## config.mk

```make
export PLATFORM = sky130hd
export DESIGN_NAME = intr_ctl
export DESIGN_NICKNAME = d
export VERILOG_FILES = /design/src/rtl/intr_ctl_pkg.sv /design/src/rtl/intr_src_sync.sv /design/src/rtl/intr_ctl.sv
export SDC_FILE = /design/constraint.sdc
export NUM_CORES = 1
export LEC_CHECK = 0
export CORE_UTILIZATION = 27
export CTS_BUF_LIST = sky130_fd_sc_hd__clkbuf_2
export CTS_CLUSTER_DIAMETER = 40
export CTS_CLUSTER_SIZE = 30
export DETAILED_ROUTE_END_ITERATION = 8
export SYNTH_ARGS = -nofsm -noshare
export SYNTH_HDL_FRONTEND = slang
export SYNTH_HIERARCHICAL = 1
export SYNTH_SLANG_ARGS = --single-unit
```

## constraint.sdc

```tcl
create_clock -name clk -period 1.6 [get_ports clk]
set_input_delay 0.32 -clock clk [delete_from_list [all_inputs] [get_ports clk]]
set_output_delay 0.32 -clock clk [all_outputs]
set_load 0.005 [all_outputs]
```

## src/rtl/intr_ctl_pkg.sv

```systemverilog
// Shared definitions for the interrupt controller: register map, claim
// word layout and the per-source state encoding.
package intr_ctl_pkg;

    localparam logic [3:0] REG_PENDING = 4'd0;
    localparam logic [3:0] REG_ENABLE  = 4'd1;
    localparam logic [3:0] REG_MODE    = 4'd2;
    localparam logic [3:0] REG_CLAIM   = 4'd3;
    localparam logic [3:0] REG_CTRL    = 4'd4;

    localparam int CTRL_GIE_BIT = 0;

    typedef enum logic [1:0] {
        SRC_IDLE  = 2'd0,
        SRC_PEND  = 2'd1,
        SRC_INSVC = 2'd2
    } src_state_e;

    // The valid flag sits in the top bit of the claim word, whatever the bus width.
    function automatic int claim_valid_bit(input int rv);
        return rv - 1;
    endfunction

endpackage

```

## src/rtl/intr_src_sync.sv

```systemverilog
// Per-source input conditioning: optional two-flop synchroniser (INTR_SYNC_EN)
// followed by the one-clock delay register used for edge detection.
module intr_src_sync (
    input  logic clk,
    input  logic reset,
    input  logic irq_raw,
    output logic s,
    output logic s_prev
);

`ifdef INTR_SYNC_EN
    logic sync_meta;
    logic sync_out;

    always_ff @(posedge clk or posedge reset) begin
        if (reset) begin
            sync_meta <= 1'b0;
            sync_out  <= 1'b0;
        end else begin
            sync_meta <= irq_raw;
            sync_out  <= sync_meta;
        end
    end

    assign s = sync_out;
`else
    // Sources are already synchronous to clk in this build.
    assign s = irq_raw;
`endif

    always_ff @(posedge clk or posedge reset) begin
        if (reset) begin
            s_prev <= 1'b0;
        end else begin
            s_prev <= s;
        end
    end

endmodule

```

## src/rtl/intr_ctl.sv

```systemverilog
// Interrupt controller: per-source edge/level capture, enable/mode registers,
// lowest-index claim/complete protocol and a registered CPU interrupt.
// Build option: INTR_SYNC_EN adds a two-flop synchroniser per source.
//
// Per-source state:
//   state     | meaning
//   SRC_IDLE  | no request outstanding
//   SRC_PEND  | request captured, visible in PENDING and eligible for claim
//   SRC_INSVC | claimed by the CPU; repend_q records an edge seen meanwhile
module intr_ctl
    import intr_ctl_pkg::*;
#(
    parameter int RV   = 16,
    parameter int NSRC = 8,
    parameter int IDW  = $clog2(NSRC)
) (
    input  logic            clk,
    input  logic            reset,
    input  logic [NSRC-1:0] irq_src,
    input  logic [3:0]      io_addr,
    input  logic            io_write,
    input  logic            io_read,
    input  logic [RV-1:0]   io_wdata,
    output logic [RV-1:0]   io_rdata,
    output logic            interrupt
);

    localparam int VALID_BIT = claim_valid_bit(RV);

    logic [NSRC-1:0] s;
    logic [NSRC-1:0] s_prev;
    logic [NSRC-1:0] edge_ev;
    logic [NSRC-1:0] pend_vec;
    logic [NSRC-1:0] enable_q;
    logic [NSRC-1:0] mode_q;
    logic [NSRC-1:0] repend_q;
    logic [NSRC-1:0] repend_d;
    logic            gie_q;

    src_state_e      state_q [NSRC];
    src_state_e      state_d [NSRC];

    logic            claim_valid;
    logic [IDW-1:0]  claim_id;
    logic [IDW-1:0]  done_id;

    logic            wr_pending;
    logic            wr_enable;
    logic            wr_mode;
    logic            wr_claim;
    logic            wr_ctrl;
    logic            claim_take;

    logic            wdata_unused;

    for (genvar g = 0; g < NSRC; g++) begin : g_src
        intr_src_sync u_sync (
            .clk     (clk),
            .reset   (reset),
            .irq_raw (irq_src[g]),
            .s       (s[g]),
            .s_prev  (s_prev[g])
        );
    end

    assign edge_ev      = s & ~s_prev;
    assign done_id      = io_wdata[IDW-1:0];
    assign wdata_unused = ^io_wdata[RV-1:NSRC];

    assign wr_pending = io_write && (io_addr == REG_PENDING);
    assign wr_enable  = io_write && (io_addr == REG_ENABLE);
    assign wr_mode    = io_write && (io_addr == REG_MODE);
    assign wr_claim   = io_write && (io_addr == REG_CLAIM);
    assign wr_ctrl    = io_write && (io_addr == REG_CTRL);
    assign claim_take = io_read && (io_addr == REG_CLAIM) && claim_valid;

    always_comb begin
        for (int i = 0; i < NSRC; i++) begin
            pend_vec[i] = (state_q[i] == SRC_PEND);
        end
    end

    // Descending scan so the lowest eligible index is the one left standing.
    always_comb begin
        claim_valid = 1'b0;
        claim_id    = '0;
        for (int i = NSRC - 1; i >= 0; i--) begin
            if (pend_vec[i] && enable_q[i]) begin
                claim_valid = 1'b1;
                claim_id    = IDW'(i);
            end
        end
    end

    always_comb begin
        for (int i = 0; i < NSRC; i++) begin
            state_d[i]  = state_q[i];
            repend_d[i] = repend_q[i];
            case (state_q[i])
                SRC_IDLE: begin
                    if (mode_q[i] ? edge_ev[i] : s[i]) begin
                        state_d[i] = SRC_PEND;
                    end
                end
                SRC_PEND: begin
                    // A claim already handed this id to the CPU, so it takes
                    // precedence over a level drop or a W1C in the same cycle.
                    if (claim_take && (claim_id == IDW'(i))) begin
                        state_d[i]  = SRC_INSVC;
                        repend_d[i] = 1'b0;
                    end else if (!mode_q[i] && !s[i]) begin
                        state_d[i] = SRC_IDLE;
                    end else if (mode_q[i] && wr_pending && io_wdata[i] && !edge_ev[i]) begin
                        state_d[i] = SRC_IDLE;
                    end
                end
                SRC_INSVC: begin
                    if (mode_q[i] && edge_ev[i]) begin
                        repend_d[i] = 1'b1;
                    end
                    if (wr_claim && (done_id == IDW'(i))) begin
                        repend_d[i] = 1'b0;
                        if (repend_q[i] || (mode_q[i] && edge_ev[i]) || (!mode_q[i] && s[i])) begin
                            state_d[i] = SRC_PEND;
                        end else begin
                            state_d[i] = SRC_IDLE;
                        end
                    end
                end
                default: begin
                    state_d[i]  = SRC_IDLE;
                    repend_d[i] = 1'b0;
                end
            endcase
        end
    end

    always_ff @(posedge clk or posedge reset) begin
        if (reset) begin
            for (int i = 0; i < NSRC; i++) begin
                state_q[i] <= SRC_IDLE;
            end
            repend_q <= '0;
        end else begin
            for (int i = 0; i < NSRC; i++) begin
                state_q[i] <= state_d[i];
            end
            repend_q <= repend_d;
        end
    end

    always_ff @(posedge clk or posedge reset) begin
        if (reset) begin
            enable_q  <= '0;
            mode_q    <= '0;
            gie_q     <= 1'b0;
            interrupt <= 1'b0;
        end else begin
            if (wr_enable) begin
                enable_q <= io_wdata[NSRC-1:0];
            end
            if (wr_mode) begin
                mode_q <= io_wdata[NSRC-1:0];
            end
            if (wr_ctrl) begin
                gie_q <= io_wdata[CTRL_GIE_BIT];
            end
            interrupt <= gie_q && |(pend_vec & enable_q);
        end
    end

    always_comb begin
        io_rdata = '0;
        case (io_addr)
            REG_PENDING: io_rdata[NSRC-1:0] = pend_vec;
            REG_ENABLE:  io_rdata[NSRC-1:0] = enable_q;
            REG_MODE:    io_rdata[NSRC-1:0] = mode_q;
            REG_CLAIM: begin
                if (claim_valid) begin
                    io_rdata[VALID_BIT] = 1'b1;
                    io_rdata[IDW-1:0]   = claim_id;
                end
            end
            REG_CTRL:    io_rdata[CTRL_GIE_BIT] = gie_q;
            default:     io_rdata = '0;
        endcase
    end

endmodule
```

==> results.py, run 1 <==
metrics = {
    "critical_path": {
        "r2r_start": "state_q[1]$_DFFE_PP0P_",
        "crit_fanout": 3,
        "path_class": "flop to output pin",
        "cp-start-kind": "flop",
        "end_kind": "output pin",
        "reg2reg_to": "state_q[10]$_DFFE_PP0P_",
        "r2r_cells": 7,
        "cp.arrival_ns": 2.07,
        "ff2ff_setup_slack_ns": -0.29,
        "crit_required_ns": 1.28,
    },
    "final_layout": {
        "layout-drive-gt1-share_pct": 42.8,
        "syn2layout_area_growth_pct": 53.9,
        "nets": 475,
        "antennaDiodeCount": 0,
    },
    "die": {
        "die_x_um": 106,
        "num_rows": 37,
        "start_util_pct": 28.0,
        "core-area_um2": 10400,
        "die_h_um": 106,
        "die-area_um2": 11200,
        "io_pins": 49,
    },
    "route": {
        "drt-initial-drc-count": 139,
        "drc": 0,
        "drt_first_pass_iters": 4,
        "via_count": 2928,
        "final_antenna_net_count": 0,
        "wl_per_cell_um": 15.9,
        "viasPerCell": 5.05,
        "routed_wl_um": 9220,
    },
    "timing": {
        "period_minus_slack_ns": 2.39,
        "slew_violations": 0,
        "finalClockSkew_ns": 0.0203,
        "period_share_pct": 149,
        "hold_viol_final": 0,
        "setup_viol": 28,
        "tns_ns": -8.66,
        "rsz0062_at_grt": "yes",
        "max_freq_ghz": 0.418,
        "timing.final.ws_setup_ns": -0.790,
    },
    "synth": {
        "synthArstFlopShare_pct": 100,
        "synth_area_leaders": "dfrtp_1 43%, mux2_2 6.6%, a21oi_1 4.5%",
        "syn-cell-area_um2": 2900,
        "ys.flop_type": "dfrtp_1",
        "synth_top_family_by_area": "compound AO/OA/AOI/OAI gates",
        "synth_edf_count": 0,
        "synth_xor_area_share_pct": 0,
        "synth.area.mux_share_pct": 7.97,
        "netlist.area_leader.share_pct": 43.1,
        "synth_seq_area_share_pct": 43.1,
        "synthesis.instances": 308,
        "ys_ff_latch": 50,
        "yosys.area_share.simple_pct": 19.4,
        "yosys.area.top_type": "dfrtp_1",
        "synth_compound_area_share_pct": 21.9,
        "yosysWarnings": 6,
        "synth.distinct_cells": 56,
        "syn_area_per_cell_um2": 9.43,
        "synth_fa_ha_area_share_pct": 0,
    },
    "placement": {
        "portBuffers": 33,
        "dp_hpwl_um": 6370,
        "place_congestion": 0.899,
    },
    "outcome": {
        "failed_checks": "setup timing",
        "outcome": "finished, violations left",
    },
    "clock_tree": {
        "clock-sinks": 50,
        "cts_tree": "yes",
        "clockBufferDepth": 2,
        "cts-root-buf": "clkbuf_2",
        "path_clk_slew_ns": 0.28,
        "cts-htree-levels": 2,
        "cts_buffers": 5,
        "insertion_delay_ns": 0.47,
    },
    "run": {
        "max_cap_viol_count": 0,
    },
    "power": {
        "p_leak_nw": 2.11,
        "total_power_mw": 5.06,
        "p_per_area_nw_per_um2": 1130,
        "ir_drop_mv": 0.443,
    },
    "grt": {
        "grt_pass1_vias": 2908,
        "grt_remaining_overflow": 0,
        "grt_pass1_wl_um": 14200,
        "grt_max_degree": 43,
        "grt_util_all_layers_pct": 16.3,
        "antenna_found_initial": 0,
    },
    "worst_hold_path": {
        "hp-class": "primary input to async pin",
    },
}
layout make-up:
class                   count  area, um^2
flip-flops and latches     50        1250
multi-input cells         222        1680
inverters                  21        78.8
clock buffers               5        25.0
well taps                 136         170
repair buffers            143        1190
clock inverters             3        68.8
fillers                  1021        5900
cell usage in the layout (no fill, tap or decap), types with 3 or more instances in the layout:
master	n
a21boi_0	9
a21o_1	6
a21oi_1	24
a41oi_1	4
and2_1	3
and4b_1	3
buf_12	3
buf_2	11
buf_4	93
buf_6	14
clkbuf_2	5
clkdlybuf4s50_1	19
conb_1	7
dfrtp_1	50
inv_1	20
mux2_2	17
mux2i_1	4
nand2_1	23
nand3_1	5
nand3b_1	8
nand4_1	3
nor2_1	21
nor2b_4	4
o21ai_0	9
o22ai_1	4
o32ai_2	4
o41ai_2	3
synth_stat cells, types with 4 or more instances:
library cell  instances
a41oi_1               4
mux2i_1               4
nor2b_1               7
dfrtp_1              50
a21boi_0              9
nand3b_1              8
inv_1                21
nand2_1              27
a21oi_1              26
nand3_1               5
o22ai_1               4
o21ai_0              10
mux2_2               17
and2_1                5
buf_4                15
nor2_1               25
o32ai_1               4
a21o_1                6
nor3b_1               4
metal layers:
| layer | track usage (%) | vias to the layer above | wire, um |
|---|---|---|---|
| met5 | 0 | - | 0 |
| met4 | 6.05 | 0 | 266 |
| met3 | 2.72 | 26 | 426 |
| met2 | 27.8 | 88 | 4510 |
| met1 | 20.7 | 1436 | 4010 |
| li1 | - | 1378 | - |
flip-flops by register name, summed over array words and instances (netlist names):
| name | count |
|---|---|
| repend_q | 8 |
| g_src.u_sync/s_prev | 8 |
| state_q | 16 |
| interrupt | 1 |
| gie_q | 1 |
| enable_q | 8 |
| mode_q | 8 |
worst max-delay path: stages, from the launching register on:
cell      delay, ns
dfrtp_1        0.45
buf_4          0.12
nand3b_1       0.18
nand4_1        0.22
o311ai_2       0.34
o311ai_1       0.16
buf_2          0.15
stage by stage:
| stage | hold slack (ns) | instances | setup WS [ns] | cell area (um^2) | utilization, % |
|---|---|---|---|---|---|
| after global placement | 0.481 | 550 | -0.843 | 3990 | 38.4 |
| final | 0.137 | 580 | -0.790 | 4470 | 43.1 |
| after floorplan | 0.0487 | 314 | -0.000855 | 2930 | - |
| after global routing | 0.134 | 580 | -0.880 | 4470 | 43.1 |
| after CTS | 0.122 | 576 | -0.763 | 4390 | 42.3 |
| after detailed placement | 0.496 | 550 | -0.873 | 3990 | 38.4 |
worst max-delay path by stage:
stage                                 startpoint          end  slack (ns)  cells after the start
after floorplan           state_q[3]$_DFFE_PP0P_  io_rdata[0]     -0.0009                      5
after global placement                io_addr[0]  io_rdata[2]       -0.84                      7
after detailed placement              io_addr[0]  io_rdata[1]       -0.87                      6
after CTS                 state_q[3]$_DFFE_PP0P_  io_rdata[0]       -0.76                      6
after global routing      state_q[8]$_DFFE_PP0P_  io_rdata[0]       -0.88                      6
final                     state_q[9]$_DFFE_PP0P_  io_rdata[0]       -0.79                      6
power by group:
group          internal (mW)  leakage, nW  switching, mW
Sequential              1.50        0.623          0.177
Clock                  0.423       0.0532          0.443
Combinational           1.35         1.43           1.17
what timing repair did:
action / 4_1_cts / 5_1_grt
setup buffers: 20 / 7
pin swaps: 28 / 12
resized for setup: 107 / 11
gates cloned: 0 / 0
setup endpoints to repair: 36 / 27
hold buffers: 0 / 0
endpoints found under the hold margin: 0 / 0
logic make-up after synthesis:
| family | count (synthesis) |
|---|---|
| buffers and inverters | 42 |
| AOI/OAI and AO/OA | 91 |
| muxes | 21 |
| other | 1 |
| DFF | 50 |
| and+or+nand+nor | 103 |
No activity file was read; power rests on OpenSTA's default activity.
==> run 2, diff against run 1 <==
- ABC_CLOCK_PERIOD_IN_PS: not set -> 1600
==> results of run 2 <==
Same layout as run 1: the final DEF is identical, and so are final timing and power.
==> run 3, diff against run 2 <==
- CAP_MARGIN: not set -> 20
==> results of run 3 <==
Same layout as run 1: the final DEF is identical, and so are final timing and power.
==> RTL change 1, RTL diff (flow settings as in run 1) <==
Remove the register `interrupt`: a continuous assignment takes its place, so the output `interrupt` follows one clock earlier. Comments in the files are not updated.
--- a/src/rtl/intr_ctl.sv
+++ b/src/rtl/intr_ctl.sv
@@ -154,7 +154,6 @@
             enable_q  <= '0;
             mode_q    <= '0;
             gie_q     <= 1'b0;
-            interrupt <= 1'b0;
         end else begin
             if (wr_enable) begin
                 enable_q <= io_wdata[NSRC-1:0];
@@ -165,9 +164,10 @@
             if (wr_ctrl) begin
                 gie_q <= io_wdata[CTRL_GIE_BIT];
             end
-            interrupt <= gie_q && |(pend_vec & enable_q);
         end
     end
+
+    assign interrupt = gie_q && |(pend_vec & enable_q);
 
     always_comb begin
         io_rdata = '0;
Function: changed (Yosys sat finds a counterexample within 4 cycles, from zero or initial values and one cycle with reset high).
==> RTL change 1 against run 1 <==
- the flow still finishes with violations (setup timing)
- sequential share of layout area shrank 0.98 points
- wire length grew 3.3%
- cell count grew 3.4%
- clock skew shrank 1.8 ps
- sequential power shrank 2%
- sequential cell count shrank 1
- total power shrank 5.0%
- synthesized area grew 2.9%
- setup slack gained 140 ps
- global-route usage grew 0.58 points
- first-iteration DRC count grew 22%
- core utilization shrank 1.1 points
- design area grew 1.5%
- critical path type unchanged
==> RTL change 1: results (changes against run 1) <==
* Share of post-route cells with drive strength above 1 at 43.9% (+1.1 points)
* TAP cells at 140 (+2.9%)
* Worst vdd ir at 0.425 mV (-4.1%)
* M1 wire length at 4470 µm (+11%)
* Met1 Use GR at 23.1% (+2.4 points)
* Register bit total from synthesis at 49 (-2.0%)
* Vias in the first global route at 3032 (+4.3%)
* Setup Skew at 18.5 ps (-1.79 ps)
* Reg clk slew, reported paths at 260 ps (-20 ps)
* Sequential share of cell area at 27.0% (-0.98 points)
* Register area share after synthesis at 41.0% (-2.0 points)
* Synth cell count leaders: dfrtp_1, nand2_1, inv_1
* Post-placement cell count at 562 (+2.2%)
* Violated checks: setup timing
* Final Setup Violations at 23 (-18%)
* Seq pwr at 1.63 mW (-2%)
* Pre-antenna DRT Iters at 5 (+1)
* Bufs w/o clock at 154 (+7.7%)
* Synth Area in Compound Gates at 21.4% (-0.57 points)
* Fillers at 1034 (+1.3%)
* Largest cells by area after synthesis: dfrtp_1, mux2_2, buf_4
* Vias per Instance at 5.00 (-0.92%)
* WL/cell at 15.9 µm (-0.15%)
* Run status: finished, violations left
* Dpl ws at -849 ps (+23.9 ps)
* Largest net degree at the start of global routing at 42 (-2.3%)
* Final setup TNS at -5880 ps (+2780 ps)
* P_sw at 1.72 mW (-3.7%)
* Clk_lat worst skew at 440 ps (-30 ps)
* Setup slack after layout at -652 ps (+138 ps)
* Post-DP HPWL at 6810 µm (+6.8%)
* Grt met3 use at 2.98% (+0.26 points)
* Fin cells at 600 (+3.4%)
* NonClk Buf Share at 27.8% (+1.1 points)
* Design Area, Final at 4540 µm² (+1.5%)
RTL change 1: cell count changes after synthesis, sizes merged, moves of 6 or more:
cell	change
a21boi	-6
nor2	-10
nand3	+10
a21oi	-14
RTL change 1: logic make-up (layout without fill, tap and decap cells):
group | after synthesis | count (layout)
simple gates | 109 | 109
other cells | 1 | 7
compound gates | 86 | 86
mux | 22 | 22
buf+inv | 50 | 187
flops | 49 | 49
RTL change 1: worst paths after layout:
kind,cells past startpoint,from,slack (ps),endpoint
max,6,state_q[3],-650,io_rdata[0]
max reg2reg,7,enable_q[2],-190,repend_q[4]
max in group asynchronous,3,reset,1170,state_q[11]
min reg2reg,1,g_src[0].u_sync/s_prev,480,repend_q[0]
min in group clk,1,irq_src[1],350,g_src[1].u_sync/s_prev
min,3,reset,180,g_src[4].u_sync/s_prev
RTL change 1: repair_timing:
action / CTS / global route
setup buffers: 27 / 5
endpoints found under the setup margin: 28 / 25
pin swaps: 27 / 24
resized for setup: 93 / 19
==> RTL change 2, RTL diff (settings of run 1) <==
Without the edit above. The parameter `RV` goes from 16 to 32.
--- a/src/rtl/intr_ctl.sv
+++ b/src/rtl/intr_ctl.sv
@@ -10,7 +10,7 @@
 module intr_ctl
     import intr_ctl_pkg::*;
 #(
-    parameter int RV   = 16,
+    parameter int RV   = 32,
     parameter int NSRC = 8,
     parameter int IDW  = $clog2(NSRC)
 ) (
Ports: changed (resized io_rdata and io_wdata); port bits go from 49 to 81. The function was not compared with the original's and may differ.
==> RTL change 2 against run 1 <==
- the run still ends with setup timing left
- clock skew is 9.0 ps higher
- critical path depth is 1 higher
- sequential power hardly changed
- clock power is 18% lower
- count of clock-buffer cells in the layout is 1 higher
- synthesized area is 4.1% higher
- synthesized cell count is 5.2% higher
- wire length is 2.9% lower
- setup slack worse by 87 ps
- design area is 1.6% lower
- total power is 5.4% lower
- sequential cell count stayed put
==> RTL change 2: results (changes against run 1) <==
* Synth Area in Compound Gates at 21.1% (-0.87 points)
* Dpl ws at -1040 ps (-164 ps)
* Final Setup Violations at 28 (unchanged)
* Post-Route WL at 8960 µm (-2.9%)
* Worst vdd ir at 0.422 mV (-4.7%)
* Crit-path max FO at 2 (-1)
* Layout net count at 496 (+4.4%)
* Multiplexer share of the synthesized area at 7.65% (-0.32 points)
* Fin cells at 589 (+1.6%)
* Syn_area_per_cell at 9.33 µm² (-1.0%)
* Clk_lat worst skew at 440 ps (-30 ps)
* Placed cell area at 3970 µm² (-0.31%)
* Worst EP arrival at 2160 ps (+90 ps)
* Setup Skew at 29.3 ps (+9.01 ps)
* Largest cells by area after synthesis: dfrtp_1, buf_4, mux2_2
* Violated checks: setup timing
* Run status: finished, violations left
* Setup slack after layout at -877 ps (-87.0 ps)
* Register area share after synthesis at 41.4% (-1.7 points)
* RD Place Congestion at 0.835 (-7.0%)
* Layout overhead on the synthesized area at 45.4%
* Post-placement cell count at 563 (+2.4%)
* Vias in the first global route at 2766 (-4.9%)
* Share of post-route cells with drive strength above 1 at 39.6% (-3.1 points)
* Synth cell count leaders: dfrtp_1, buf_4, nand2_1
* LEAKAGE at 2.09 nW (-0.88%)
* DR iter-0 viols at 121 (-13%)
* Total GRT Usage at 15.8% (-0.57 points)
==> RTL change 2: changes by cell type after synthesis <==
cell and delta:
buf_4 +16
==> RTL change 2: layout make-up <==
class | instances | area share, %
Clock buffer | 6 | 0.683
Clock inverter | 2 | 0.854
Inverter | 21 | 1.79
Multi-Input combinational cell | 238 | 39.5
Sequential cell | 50 | 28.5
Tap cell | 140 | 3.98
Timing Repair Buffer | 132 | 24.7
==> RTL change 2: per-layer routing <==
metal	wire length, µm	up-vias	GRT usage (%)	share of wire (%)
met5	0	-	0	0
met3	316	7	2.30	3.5
met4	64	0	3.91	0.71
li1	-	1366	-	-
met2	4510	75	27.3	50
met1	4070	1384	20.5	45
==> RTL change 2: repair_timing <==
item / CTS / global route
endpoints found under the setup margin: 42 / 30
pin swaps: 19 / 18
resized for setup: 95 / 22
gates cloned: 0 / 0
setup buffers: 15 / 5
==> RTL change 2: where the power goes <==
| group | switching [mW] | total (mW) | internal, mW |
|---|---|---|---|
| Sequential | 0.175 | 1.67 | 1.49 |
| Combinational | 1.12 | 2.40 | 1.28 |
| Clock | 0.440 | 0.710 | 0.270 |
==> RTL change 2: worst max-delay path: stages, from the launching register on <==
cell      delay, ps
dfrtp_1         440
nand3b_1        210
buf_4           180
a221oi_4        290
o22ai_2         160
o311ai_2        100
o311ai_2        180
buf_2           160
==> RTL change 2: final timing paths <==
check | end | from | slack (ps)
worst max-delay path | io_rdata[0] | state_q[3] | -880
worst min-delay path | g_src[3].u_sync/s_prev | reset | 170
worst max register to register | state_q[8] | state_q[3] | -440
worst min register to register | repend_q[1] | repend_q[1] | 550
max in group asynchronous | mode_q[7] | reset | 1150
min in group clk | g_src[3].u_sync/s_prev | irq_src[3] | 330
